--- config.mk ---
export PLATFORM = sky130hd
export DESIGN_NAME = fifo_unpacker
export DESIGN_NICKNAME = d
export VERILOG_FILES = /design/src/rtl/vgg_fifo_pkg.sv /design/src/rtl/fifo_unpacker.sv
export SDC_FILE = /design/constraint.sdc
export NUM_CORES = 1
export LEC_CHECK = 0
export ABC_CLOCK_PERIOD_IN_PS = 2600
export BUFFER_PORTS_ARGS = -buffer_cell sky130_fd_sc_hd__clkbuf_2
export CAP_MARGIN = 20
export CORE_MARGIN = 2
export CORE_UTILIZATION = 53
export DETAILED_ROUTE_END_ITERATION = 10
export GPL_TIMING_DRIVEN = 1
export MAX_ROUTING_LAYER = met4
export PLACE_DENSITY = 0.87
export SKIP_LAST_GASP = 1
export SYNTH_ARGS = -nofsm -noshare
export SYNTH_HDL_FRONTEND = slang
export SYNTH_SLANG_ARGS = --single-unit
--- constraint.sdc ---
create_clock -name clk -period 2.6 [get_ports clk]
set_input_delay 0.52 -clock clk [delete_from_list [all_inputs] [get_ports clk]]
set_output_delay 0.52 -clock clk [all_outputs]
set_load 0.01 [all_outputs]
--- src/rtl/vgg_fifo_pkg.sv ---
// Shared definitions for the FIFO unpacker: FSM state encoding, default
// geometry and the channel-index width helper.
package vgg_fifo_pkg;

  localparam int DEF_DATA_WIDTH = 32;
  localparam int DEF_CHANNEL    = 3;

  typedef enum logic [1:0] {
    IDLE  = 2'd0,
    ARM   = 2'd1,
    POP   = 2'd2,
    DRAIN = 2'd3
  } state_t;

  // A single-channel build still needs a 1-bit channel index port.
  function automatic int ch_bits(input int n);
    return (n > 1) ? $clog2(n) : 1;
  endfunction

endpackage

--- src/rtl/fifo_unpacker.sv ---
// Pops CHANNEL-wide words from a FIFO and replays them as a ready/valid
// stream of DATA_WIDTH samples, channel 0 (LSB slice) first.
module fifo_unpacker
  import vgg_fifo_pkg::*;
#(
  parameter int DATA_WIDTH = DEF_DATA_WIDTH,
  parameter int CHANNEL    = DEF_CHANNEL
) (
  input  logic                               clk,
  input  logic                               rst,
  input  logic                               en,
  input  logic                               fifo_empty,
  input  logic [DATA_WIDTH*CHANNEL-1:0]      fifo_data,
  output logic                               fifo_rd_req,
  output logic [DATA_WIDTH-1:0]              out_data,
  output logic [ch_bits(CHANNEL)-1:0]        out_ch,
  output logic                               out_last,
  output logic                               out_valid,
  input  logic                               out_ready,
  output logic [15:0]                        word_count
);

  localparam int              CH_W    = ch_bits(CHANNEL);
  localparam logic [CH_W-1:0] CH_ZERO = {CH_W{1'b0}};
  localparam logic [CH_W-1:0] LAST_CH = CH_W'(CHANNEL - 1);

  state_t                          state_r;
  state_t                          state_nxt_s;
  logic [DATA_WIDTH*CHANNEL-1:0]   hold_r;
  logic [CH_W-1:0]                 ch_r;
  logic [DATA_WIDTH-1:0]           out_data_r;
  logic                            out_valid_r;
  logic                            out_last_r;
  logic [15:0]                     word_count_r;

  logic                            pop_s;
  logic                            xfer_s;
  logic                            more_s;
  logic [CH_W-1:0]                 ch_inc_s;
  logic [DATA_WIDTH-1:0]           slice_s;

  // Handshake qualifiers; the pop strobe is gated by the live empty flag so
  // a FIFO that empties underneath us can never be popped.
  always_comb begin
    pop_s    = (state_r == POP) && !fifo_empty;
    xfer_s   = out_valid_r && out_ready;
    more_s   = en && !fifo_empty;
    ch_inc_s = ch_r + 1'b1;
  end

  // Slice of the held word for the channel that follows the current one.
  always_comb begin
    slice_s = {DATA_WIDTH{1'b0}};
    for (int i = 0; i < CHANNEL; i++) begin
      slice_s = (ch_inc_s == CH_W'(i)) ? hold_r[i*DATA_WIDTH +: DATA_WIDTH] : slice_s;
    end
  end

  // Next-state logic.
  always_comb begin
    state_nxt_s = state_r;
    case (state_r)
      IDLE: begin
        if (more_s) state_nxt_s = ARM;
        else        state_nxt_s = IDLE;
      end
      ARM: begin
        if (more_s) state_nxt_s = POP;
        else        state_nxt_s = IDLE;
      end
      POP: begin
        if (pop_s) state_nxt_s = DRAIN;
        else       state_nxt_s = IDLE;
      end
      DRAIN: begin
        if (xfer_s && out_last_r) begin
          if (more_s) state_nxt_s = POP;
          else        state_nxt_s = IDLE;
        end else begin
          state_nxt_s = DRAIN;
        end
      end
      default: state_nxt_s = IDLE;
    endcase
  end

  // State register.
  always_ff @(posedge clk) begin
    if (rst) state_r <= IDLE;
    else     state_r <= state_nxt_s;
  end

  // Holding register, channel counter, output beat and word counter.
  always_ff @(posedge clk) begin
    if (rst) begin
      hold_r       <= {(DATA_WIDTH*CHANNEL){1'b0}};
      ch_r         <= CH_ZERO;
      out_data_r   <= {DATA_WIDTH{1'b0}};
      out_valid_r  <= 1'b0;
      out_last_r   <= 1'b0;
      word_count_r <= 16'd0;
    end else if (pop_s) begin
      hold_r       <= fifo_data;
      ch_r         <= CH_ZERO;
      out_data_r   <= fifo_data[DATA_WIDTH-1:0];
      out_valid_r  <= 1'b1;
      out_last_r   <= (LAST_CH == CH_ZERO);
      word_count_r <= word_count_r + 16'd1;
    end else if (xfer_s && out_last_r) begin
      ch_r        <= CH_ZERO;
      out_data_r  <= {DATA_WIDTH{1'b0}};
      out_valid_r <= 1'b0;
      out_last_r  <= 1'b0;
    end else if (xfer_s) begin
      ch_r       <= ch_inc_s;
      out_data_r <= slice_s;
      out_last_r <= (ch_inc_s == LAST_CH);
    end
  end

  assign fifo_rd_req = pop_s;
  assign out_data    = out_data_r;
  assign out_ch      = ch_r;
  assign out_last    = out_last_r;
  assign out_valid   = out_valid_r;
  assign word_count  = word_count_r;

endmodule

## Word-level counts from Yosys, hierarchy flattened

Index checks and enable logic that the tools add are counted.

| word-level totals | value |
|---|---|
| word-level logic and storage cells | 37 |
| output and inout bits | 53 |
| bits of input ports | 101 |
| register bits after elaboration | 150 |

| operators by class | value |
|---|---|
| multiplexer cells | 13 |
| equality and inequality tests | 5 |
| add/sub/neg operators | 2 |
| reduce and logical (&&, ||, !) cells | 10 |

Operators with widths:

| operator | number |
|---|---|
| 32-bit 2-to-1 mux | 6 |
| 16-bit by 1-bit adder with 16-bit output, second input constant | 1 |
| 2-bit case mux with 4 select lines | 1 |
| 2-bit equality test, second input constant | 3 |
| 2-bit 2-to-1 mux | 3 |
| 2-bit by 1-bit equality test with 1-bit output, second input constant | 2 |
| 1-bit logical AND | 4 |
| 2-bit zero test | 2 |
| 1-bit 2-to-1 mux | 3 |
| 3-bit nonzero test | 1 |
| 3-bit OR reduction | 1 |
| 2-bit by 1-bit adder with 2-bit output, second input constant | 1 |
| 2-bit nonzero test | 1 |
| 1-bit zero test | 1 |

## Depth between registers and ports, before layout

| depth | value |
|---|---|
| depth after elaboration | 8 |
| mapped depth | 9 |
| depth with buffers taken out | 6 |

## Least setup slack after synthesis

Ideal clock, no wire load.

| timing path | value |
|---|---|
| path type | input to output |
| start point | input port fifo_empty |
| end point | output port fifo_rd_req |
| arrival | 1.494 ns |
| required time | 2.080 ns |
| path buffers | 3 |
| path slack | 0.586 ns |
| stages | 5 |
| cells stage by stage | or3b_1 buf_2 inv_2 buf_2 buf_2 |

| on the way | value |
|---|---|
| word-level cells in the longest chain between the ends | 2 |

RTL lines:

| item | line | text |
|---|---|---|
| start, declared | fifo_unpacker.sv:12 | `input logic fifo_empty,` |
| 1-bit zero test | fifo_unpacker.sv:45 | `pop_s = (state_r == POP) && !fifo_empty;` |
| 1-bit logical AND | fifo_unpacker.sv:45 |  |
| end, declared | fifo_unpacker.sv:14 | `output logic fifo_rd_req,` |

Every way passes these cells.

## Worst setup path after layout

| timing path | value |
|---|---|
| start point | register state_r[0] |
| end point | output port fifo_rd_req |

| on the way | value |
|---|---|
| word-level cells in the longest chain between the ends | 2 |

RTL lines:

| item | line | text |
|---|---|---|
| start, declared | fifo_unpacker.sv:27 | `state_t state_r;` |
| start signal, assigned | fifo_unpacker.sv:90 | `else state_r <= state_nxt_s;` |
| 2-bit equality test | fifo_unpacker.sv:45 |  |
| 1-bit logical AND | fifo_unpacker.sv:45 |  |

Every way passes these cells.

==> impl_metrics.py <==
metrics = {
    "floorplan": {
        "initial_core_util_pct": 54.5,
        "die_h_um": 113,
        "num_rows": 39,
        "core_sq_um": 11500,
        "num_io_pins": 154,
        "die_area_sq_um": 12700,
        "die_w_um": 113,
    },
    "synth": {
        "yosysUniqueCellTypes": 30,
        "syn_avg_cell_area_sq_um": 7.87,
        "synth_nets": 900,
        "syn_area_sq_um": 6250,
        "synthesis.instances": 795,
        "ys_seq_area_share_pct": 48.0,
        "synth_ff_type": "dfxtp_1",
        "yosys_warnings": 0,
        "synth-async-reset-ratio_pct": 0,
        "synth_edf_count": 0,
        "ys_seq_elements": 150,
    },
    "sta": {
        "min_period_ns": 2.07,
        "final_min_period_over_clock_period_pct": 79.5,
        "fin_skew_ns": 0.0125,
        "fmax_ghz": 0.484,
        "worstMarginPinSlew_ns": 0.830,
        "hold-worst-slack_ns": 0.320,
        "setup_viol": 0,
        "max_slew_margin_pct": 44.7,
        "rsz0062_at_grt": "no",
        "timing.setup.tns_ns": 0,
        "hold_viol": 0,
        "drv_slew": 0,
    },
    "critical_path": {
        "cp.arrival_ns": 1.55,
        "crit_end": "fifo_rd_req",
        "r2r_slack_ns": 0.62,
        "critPathKind": "flip-flop to output pin",
        "crit_required_ns": 2.08,
        "critPathLaunch": "state_r[0]",
        "ff2ff_path_depth": 7,
        "cp-start-kind": "flip-flop",
        "critPathCaptureType": "output pin",
        "worstPathMaxFanout": 13,
        "r2r_start": "out_ch[0]",
        "r2r_end": "out_data[16]",
    },
    "finish": {
        "fin_util_pct": 67.0,
        "antenna_cells": 0,
        "mostFrequentLayoutCell": "nand2_1",
        "area_growth_pct": 22.9,
        "layout.nets": 1014,
        "drive_above_1_share_pct": 22.0,
        "layout_common_cells": "200 x nand2_1, 152 x clkbuf_2, 150 x dfxtp_1",
    },
    "cts": {
        "cts_sinks": 150,
        "cts_tree": "done",
        "cts_resized": 0,
        "clock_path_buffers": 2,
        "cts_root_buffer": "clkbuf_16",
        "clock_latency_ns": 0.42,
        "post-cts-setup-buffers": 0,
        "htree_levels": 4,
        "cts_made_buffers": 17,
        "hold_buffers": 0,
        "clk_pin_slew_ns": 0.06,
    },
    "global_route": {
        "grt_pass1_vias": 5484,
        "grt_use_total_pct": 25.4,
        "grt_max_degree": 81,
        "grt_first_pass_wirelength_um": 25600,
        "overflow": 0,
        "grt_antenna_before_repair": 0,
    },
    "min_path": {
        "hold_start": "fifo_data[89]",
        "worstHoldPathType": "primary input to flip-flop",
    },
    "route": {
        "initialDrtViolationCount": 498,
        "routed_wl_um": 15600,
        "first_pass_iters": 6,
        "post_drt_wl_per_cell_um": 14.7,
        "drcViolationCount": 0,
        "via_count": 5890,
        "via_per_inst": 5.54,
        "antenna_left": 0,
    },
    "power": {
        "ir_drop_mv": 0.624,
        "cellLeakagePower_nw": 2.93,
        "power.total_mw": 5.05,
        "pwr_density_cell_nw_per_um2": 657,
    },
    "placed_design": {
        "place_congestion": 0.785,
        "dp_hpwl_um": 9630,
        "io_buffers": 153,
    },
    "outcome": {
        "status": "finished clean",
    },
    "run": {
        "drv_cap": 0,
    },
}
-- worst min path at each step --
stage / end / depth (start not counted)
after global routing: hold_r[79] / 3
after CTS: hold_r[89] / 3
final: hold_r[89] / 3
after detailed placement: hold_r[28] / 2
after floorplan: hold_r[0] / 2
after global placement: hold_r[36] / 2
-- state kept, by name (all words and copies together), names as in the netlist --
name and cells:
out_ch 2, out_data 32, hold_r 96, out_valid 1
state_r 2, word_count 16, out_last 1
-- area by class of cell --
cell class / instances / area, sq um
Sequential cell: 150 / 3000
Fill cell: 952 / 3780
Timing Repair Buffer: 166 / 916
Inverter: 5 / 21.3
Tap cell: 143 / 179
Multi-Input combinational cell: 569 / 2950
Clock buffer: 22 / 494
Clock inverter: 9 / 123
-- report_power, final --
part / leakage [nW] / switching (mW) / internal, mW / total (mW)
Sequential: 1.21 / 0.00826 / 2.31 / 2.32
Clock: 0.308 / 0.918 / 1.62 / 2.54
Combinational: 1.42 / 0.104 / 0.0868 / 0.191
-- synth_stat cells (all sizes together) (3+ instances only) --
library cell  instances  share of area [%]
a21oi               141                 11
a221oi               32                4.5
buf                  17                1.5
clkbuf               54                3.2
dfxtp               150                 48
ha                    4               0.80
inv                   5               0.30
nand2               200                 12
nand3                 6               0.48
nand4                 3               0.30
nor2                 43                2.6
nor2b                34                3.4
nor3                 38                3.0
o21ai                 7               0.56
o31a                 33                4.6
or3                   6               0.60
xnor2                 4               0.56
xor2                  4               0.56
-- cell families (layout without fill, tap and decap cells) --
logic type	after synthesis	after routing	synth area share, %
compound gates	215	215	21.2
buf+inv	76	202	5.00
flops	150	150	48.0
fa+ha+maj	4	4	0.800
xor+xnor	8	8	1.12
simple gates	342	342	23.9
-- routing by layer --
metal,global-route usage [%],share of wire [%]
met1,32.0,45
met4,9.67,1.5
met3,5.94,6.2
met2,39.7,48
met5,-,0
-- worst max-delay path: stages (launching register included) --
cell      delay (ns)
dfxtp_1         0.34
or3b_4          0.45
inv_4           0.16
clkbuf_2        0.17
-- stage by stage --
step / setup slack, ns / cell area, sq um / cells
4_1_cts: 0.523 / 7690 / 1064
3_5_place_dp: 0.577 / 7070 / 1033
5_1_grt: 0.453 / 7690 / 1064
3_3_place_gp: 0.657 / 7070 / 1033
6_report: 0.533 / 7690 / 1064
2_1_floorplan: 0.586 / 6250 / 795
Note: power is estimated with default switching activity, not from simulation.
